<file path="src/rtl/frame_commit_scheduler.sv">
`default_nettype none
// ============================================================================
//  Module   : frame_commit_scheduler
//  Purpose  : Shadow/active coordinate register file with vblank-aligned
//             commit. Software writes the shadow copy through a req/ack
//             handshake and requests a commit; the copy to the active set
//             runs only in vertical blank so no frame mixes old and new
//             sprite positions. Also provides frame tick, frame counter and
//             a saturating count of frames that passed without a commit.
//  Options  : FRAME_COMMIT_AUTO_EN - when defined, any accepted write marks
//             the shadow dirty and the next vblank commits it automatically.
//  Revision : 1.0 - initial release
// ============================================================================
module frame_commit_scheduler #(
  parameter int NUM_REGS = 16,
  parameter int COORD_W  = 11,
  parameter int V_ACTIVE = 480
) (
  input  logic                          Clk,
  input  logic                          Reset,
  input  logic [COORD_W-1:0]            DrawY,
  input  logic                          wr_req,
  input  logic [$clog2(NUM_REGS)-1:0]   wr_idx,
  input  logic [COORD_W-1:0]            wr_data,
  output logic                          wr_ack,
  input  logic                          commit_req,
  output logic                          commit_pending,
  output logic                          commit_done,
  output logic                          busy,
  output logic [NUM_REGS*COORD_W-1:0]   active_flat,
  output logic                          frame_tick,
  output logic [15:0]                   frame_count,
  output logic [7:0]                    stale_frames
);

  localparam int                   IDX_W    = $clog2(NUM_REGS);
  localparam logic [IDX_W-1:0]     LAST_IDX = IDX_W'(NUM_REGS - 1);
  localparam logic [COORD_W-1:0]   V_LINE   = COORD_W'(V_ACTIVE);

  typedef enum logic [1:0] {
    S_IDLE  = 2'd0,
    S_ARMED = 2'd1,
    S_COPY  = 2'd2
  } state_t;

  state_t               state;
  logic [IDX_W-1:0]     copy_idx;
  logic                 rearm;
  logic [COORD_W-1:0]   prev_y;
  logic [COORD_W-1:0]   shadow [NUM_REGS];
  logic [COORD_W-1:0]   active [NUM_REGS];

  logic tick_now;
  logic wr_accept;
  logic auto_go;
  logic start_copy;

  // Rising crossing of the first non-visible line marks vblank start.
  assign tick_now  = (prev_y < V_LINE) && (DrawY >= V_LINE);
  // A new request is taken only when the previous ack has retired; COPY stalls it.
  assign wr_accept = wr_req && !wr_ack && (state != S_COPY);
  // Copy begins on the tick when armed, or when idle with auto-commit pending.
  assign start_copy = frame_tick &&
                      ((state == S_ARMED) || ((state == S_IDLE) && auto_go));

  assign commit_pending = (state == S_ARMED);
  assign busy           = (state == S_COPY);

`ifdef FRAME_COMMIT_AUTO_EN
  logic dirty;

  // Dirty tracks shadow writes not yet committed; clearing at copy start wins.
  always_ff @(posedge Clk or posedge Reset) begin
    if (Reset) begin
      dirty <= 1'b0;
    end else if (start_copy) begin
      dirty <= 1'b0;
    end else if (wr_accept) begin
      dirty <= 1'b1;
    end
  end

  assign auto_go = dirty;
`else
  assign auto_go = 1'b0;
`endif

  // Vblank detection and the free-running frame counter.
  always_ff @(posedge Clk or posedge Reset) begin
    if (Reset) begin
      prev_y      <= '0;
      frame_tick  <= 1'b0;
      frame_count <= 16'd0;
    end else begin
      prev_y     <= DrawY;
      frame_tick <= tick_now;
      if (tick_now) begin
        frame_count <= frame_count + 16'd1;
      end
    end
  end

  // Shadow write port with one-cycle acknowledge; out-of-range indices match no entry.
  always_ff @(posedge Clk or posedge Reset) begin
    if (Reset) begin
      wr_ack <= 1'b0;
      for (int i = 0; i < NUM_REGS; i++) begin
        shadow[i] <= '0;
      end
    end else begin
      wr_ack <= wr_accept;
      for (int i = 0; i < NUM_REGS; i++) begin
        if (wr_accept && (wr_idx == IDX_W'(i))) begin
          shadow[i] <= wr_data;
        end
      end
    end
  end

  // Commit FSM: arms on request, copies one register per cycle during vblank.
  always_ff @(posedge Clk or posedge Reset) begin
    if (Reset) begin
      state        <= S_IDLE;
      copy_idx     <= '0;
      rearm        <= 1'b0;
      commit_done  <= 1'b0;
      stale_frames <= 8'd0;
      for (int i = 0; i < NUM_REGS; i++) begin
        active[i] <= '0;
      end
    end else begin
      commit_done <= 1'b0;

      if (frame_tick && !start_copy && (stale_frames != 8'hFF)) begin
        stale_frames <= stale_frames + 8'd1;
      end

      case (state)
        S_IDLE: begin
          if (start_copy) begin
            state    <= S_COPY;
            copy_idx <= '0;
            rearm    <= 1'b0;
          end else if (commit_req) begin
            state <= S_ARMED;
          end
        end

        S_ARMED: begin
          if (start_copy) begin
            state    <= S_COPY;
            copy_idx <= '0;
            rearm    <= 1'b0;
          end
        end

        S_COPY: begin
          for (int i = 0; i < NUM_REGS; i++) begin
            if (copy_idx == IDX_W'(i)) begin
              active[i] <= shadow[i];
            end
          end
          if (commit_req) begin
            rearm <= 1'b1;
          end
          if (copy_idx == LAST_IDX) begin
            state       <= (rearm || commit_req) ? S_ARMED : S_IDLE;
            rearm       <= 1'b0;
            copy_idx    <= '0;
            commit_done <= 1'b1;
          end else begin
            copy_idx <= copy_idx + IDX_W'(1);
          end
        end

        default: begin
          state <= S_IDLE;
        end
      endcase
    end
  end

  // Flatten the active set for color_mapper.
  for (genvar gi = 0; gi < NUM_REGS; gi++) begin : g_flat
    assign active_flat[gi*COORD_W +: COORD_W] = active[gi];
  end

endmodule
`default_nettype wire

</file>
<file path="config.mk">
export PLATFORM = sky130hd
export DESIGN_NAME = frame_commit_scheduler
export DESIGN_NICKNAME = d
export VERILOG_FILES = /design/src/rtl/frame_commit_scheduler.sv
export SDC_FILE = /design/constraint.sdc
export NUM_CORES = 1
export LEC_CHECK = 0
export CAP_MARGIN = 25
export CORE_AREA = 2 2 228 174
export CTS_BUF_LIST = sky130_fd_sc_hd__clkbuf_16
export DETAILED_ROUTE_END_ITERATION = 10
export DIE_AREA = 0 0 230 176
export SLEW_MARGIN = 20
export SYNTH_ARGS = -nofsm -noshare
export SYNTH_HDL_FRONTEND = slang
export SYNTH_SLANG_ARGS = --single-unit
</file>
<file path="constraint.sdc">
create_clock -name Clk -period 17.88 [get_ports Clk]
set_clock_uncertainty 0.2 [all_clocks]
set_input_delay 2.682 -clock Clk [delete_from_list [all_inputs] [get_ports Clk]]
set_output_delay 2.682 -clock Clk [all_outputs]
set_load 0.05 [all_outputs]
</file>
==> impl_metrics.env <==
export IMPL_setup_viol_count_final=0
export IMPL_diodes=0
export IMPL_path_class="reg2out"
export IMPL_overflow=0
export IMPL_dieArea_sq_mm=0.0405
export IMPL_clock_sinks=392
export IMPL_rsz0062_at_grt="no"
export IMPL_syn_nets=988
export IMPL_die_x_um=230
export IMPL_critPathLaunchType="flop"
export IMPL_layout_drive_gt1_share_pct=36.4
export IMPL_final_cell_mix="dfrtp_1, mux2_2, clkdlybuf4s50_1, clkbuf_16, nand2_1"
export IMPL_switching_power_w=0.000779
export IMPL_ir_drop_v=0.000106
export IMPL_area_growth_pct=27.8
export IMPL_place_area_sq_mm=0.0179
export IMPL_grt_max_degree=185
export IMPL_fin_crit_ns=5.17
export IMPL_syn_area_sq_mm=0.0151
export IMPL_drt_wl_total_um=35800
export IMPL_combinationalPowerShare_pct=22.2
export IMPL_tightest_slew_ns=1.06
export IMPL_cts_root_buf="clkbuf_16"
export IMPL_hp_start="frame_count[15]$_DFFE_PP0P_"
export IMPL_synth_warnings=0
export IMPL_clkLatencyLatePin_ns=0.54
export IMPL_numCtsBuffers=41
export IMPL_clkPwrFrac_pct=31.8
export IMPL_hold_buffers=0
export IMPL_first_global_vias=8955
export IMPL_p_total_w=0.00260
export IMPL_grt_pass1_wl_um=55200
export IMPL_crit_start="state[1]$_DFFE_PP0P_"
export IMPL_seqPwrFrac_pct=46.1
export IMPL_max_cap_violations=0
export IMPL_num_io_pins=235
export IMPL_finalSetupTns_ns=0
export IMPL_routedLengthMet1_um=16700
export IMPL_port_buffers=229
export IMPL_r2r_start="state[1]$_DFFE_PP0P_"
export IMPL_min_path_type="reg2reg"
export IMPL_num_fill_cells=3332
export IMPL_place_congestion=0.776
export IMPL_worstPathRequired_ns=15.00
export IMPL_vias=8603
export IMPL_wl_met3_um=2210
export IMPL_timing_hold_violations_final=0
export IMPL_period_share_pct=28.9
export IMPL_async_flop_share_pct=100
export IMPL_clkTransAtPathRegs_ns=0.06
export IMPL_clockBufferDepth=3
export IMPL_antenna_found_initial=2
export IMPL_dp_hpwl_um=23200
export IMPL_cts_resized=0
export IMPL_grt_usage_pct=18.0
export IMPL_p_leak_nw=9.15
export IMPL_top_layer_used="met4"
export IMPL_ys_ff_latch=392
export IMPL_switching_share_pct=29.9
export IMPL_fin_nets=1234
export IMPL_via_per_inst=4.94
export IMPL_finish_instance_area_sq_mm=0.0193
export IMPL_internal_power_w=0.00182
export IMPL_cts_tree="yes"
export IMPL_synth_ff_type="dfrtp_1"
export IMPL_slowest_delay_ns=0.91
export IMPL_path_max_fanout=8
export IMPL_drc_errors=0
export IMPL_fmax_mhz=193
export IMPL_start_util_pct=39.8
export IMPL_rrSetupSlack_ns=15.45
export IMPL_row_count=62
export IMPL_ant_nets=0
export IMPL_reg2reg_depth=4
export IMPL_critPathSlowestCell="clkdlybuf4s50_1"
export IMPL_core_sq_mm=0.0380
export IMPL_routed_wl_met2_um=16300
export IMPL_postSynthAreaPerCell_sq_um=15.9
export IMPL_synth_edf_count=0
export IMPL_critPathArrivalTime_ns=2.29
export IMPL_final_common_cell="dfrtp_1"
export IMPL_drt_pass1_iter_count=4
export IMPL_worstPathCellList="nor2b_1 -> clkdlybuf4s50_1"
export IMPL_relSlewSlack_pct=28.9
export IMPL_drt_iter0_markers=379
export IMPL_crit_path_end="commit_pending"
export IMPL_slew_violations=0
export IMPL_die_h_um=176
export IMPL_cp_end_kind="output pin"
export IMPL_synth_seq_area_share_pct=64.8
export IMPL_h_tree_depth=2
export IMPL_status="finished, final reports clean"
export IMPL_synthCells=952
export IMPL_powerDensity_mw_per_mm2=135
export IMPL_wl_per_cell_um=20.6
export IMPL_timing_rr_end="active_flat[109]$_DFFE_PP0P_"
export IMPL_ys_types=41
export IMPL_cts_setup_buffers=0
==> through the flow <==
stage	util, %	hold slack [ns]	instances	worst slack (ns)
after CTS	50.6	0.291	1737	12.69
after global routing	50.8	0.313	1741	12.57
final	50.8	0.278	1741	12.71
after floorplan	-	0.275	952	4.10
after detailed placement	47.2	0.275	1663	12.69
after global placement	47.1	0.278	1660	12.60
==> worst min-delay path by stage <==
stage,to,slack (ns),cells after the start
6_report,frame_count[15]$_DFFE_PP0P_,0.28,1
5_1_grt,active_flat[30]$_DFFE_PP0P_,0.31,1
4_1_cts,frame_count[15]$_DFFE_PP0P_,0.29,1
3_5_place_dp,frame_count[15]$_DFFE_PP0P_,0.27,1
3_3_place_gp,frame_count[12]$_DFFE_PP0P_,0.28,1
2_1_floorplan,active_flat[10]$_DFFE_PP0P_,0.27,1
==> per-layer routing <==
layer | vias to the layer above | GRT usage (%)
li1 | 3847 | -
met1 | 4531 | 25.4
met2 | 184 | 27.9
met3 | 41 | 4.51
met4 | 0 | 4.25
met5 | - | 0
==> Yosys cell counts (6+ instances only) <==
master | number | area share (%)
nor3_1 | 10 | 0.33
xnor2_1 | 8 | 0.46
mux2_2 | 323 | 24
inv_1 | 8 | 0.20
nand4_1 | 6 | 0.25
xor2_1 | 14 | 0.81
buf_6 | 6 | 0.45
dfrtp_1 | 392 | 65
ha_1 | 6 | 0.50
mux2_4 | 30 | 3.0
buf_2 | 37 | 1.2
nor2_1 | 20 | 0.50
nand3_1 | 13 | 0.43
nand2_1 | 34 | 0.84
a21oi_1 | 7 | 0.23
==> logic make-up after synthesis <==
logic type / synth area share (%)
flip-flops: 64.8
multiplexers: 27.0
AND/OR/NAND/NOR: 3.79
buffers and inverters: 2.01
XOR/XNOR: 1.27
AO/OA/AOI/OAI: 0.579
adder cells (fa/ha/maj): 0.496
==> final cells by class <==
class	instances	area (sq um)	share of cell area (%)
Sequential cell	392	9810	50.8
Multi-Input combinational cell	504	5020	26.0
Timing Repair Buffer	249	2500	13.0
Tap cell	512	641	3.31
Clock inverter	31	229	1.18
Inverter	10	47.5	0.246
Clock buffer	43	1080	5.57
==> registers in the layout, indices dropped and copies added, names as in the netlist <==
signal,count
copy_idx,4
stale_frames,8
commit_done,1
state,2
shadow,176
rearm,1
frame_tick,1
prev_y,6
active_flat,176
wr_ack,1
frame_count,16
==> power by group through the flow <==
stage,clock [W],combinational [W],sequential (W)
after floorplan,0,0.000247,0.00135
after global placement,0,0.000569,0.00121
after detailed placement,0,0.000580,0.00122
after CTS,0.000851,0.000581,0.00120
after global routing,0.000889,0.000614,0.00123
final,0.000827,0.000577,0.00120
==> critical path: cells and delay by family, from the launching register on <==
family	cells	cell delay (ns)
buffers and inverters	1	0.91
DFF	1	0.50
and+or+nand+nor	1	0.35
Power figures use the tool's default switching activity.
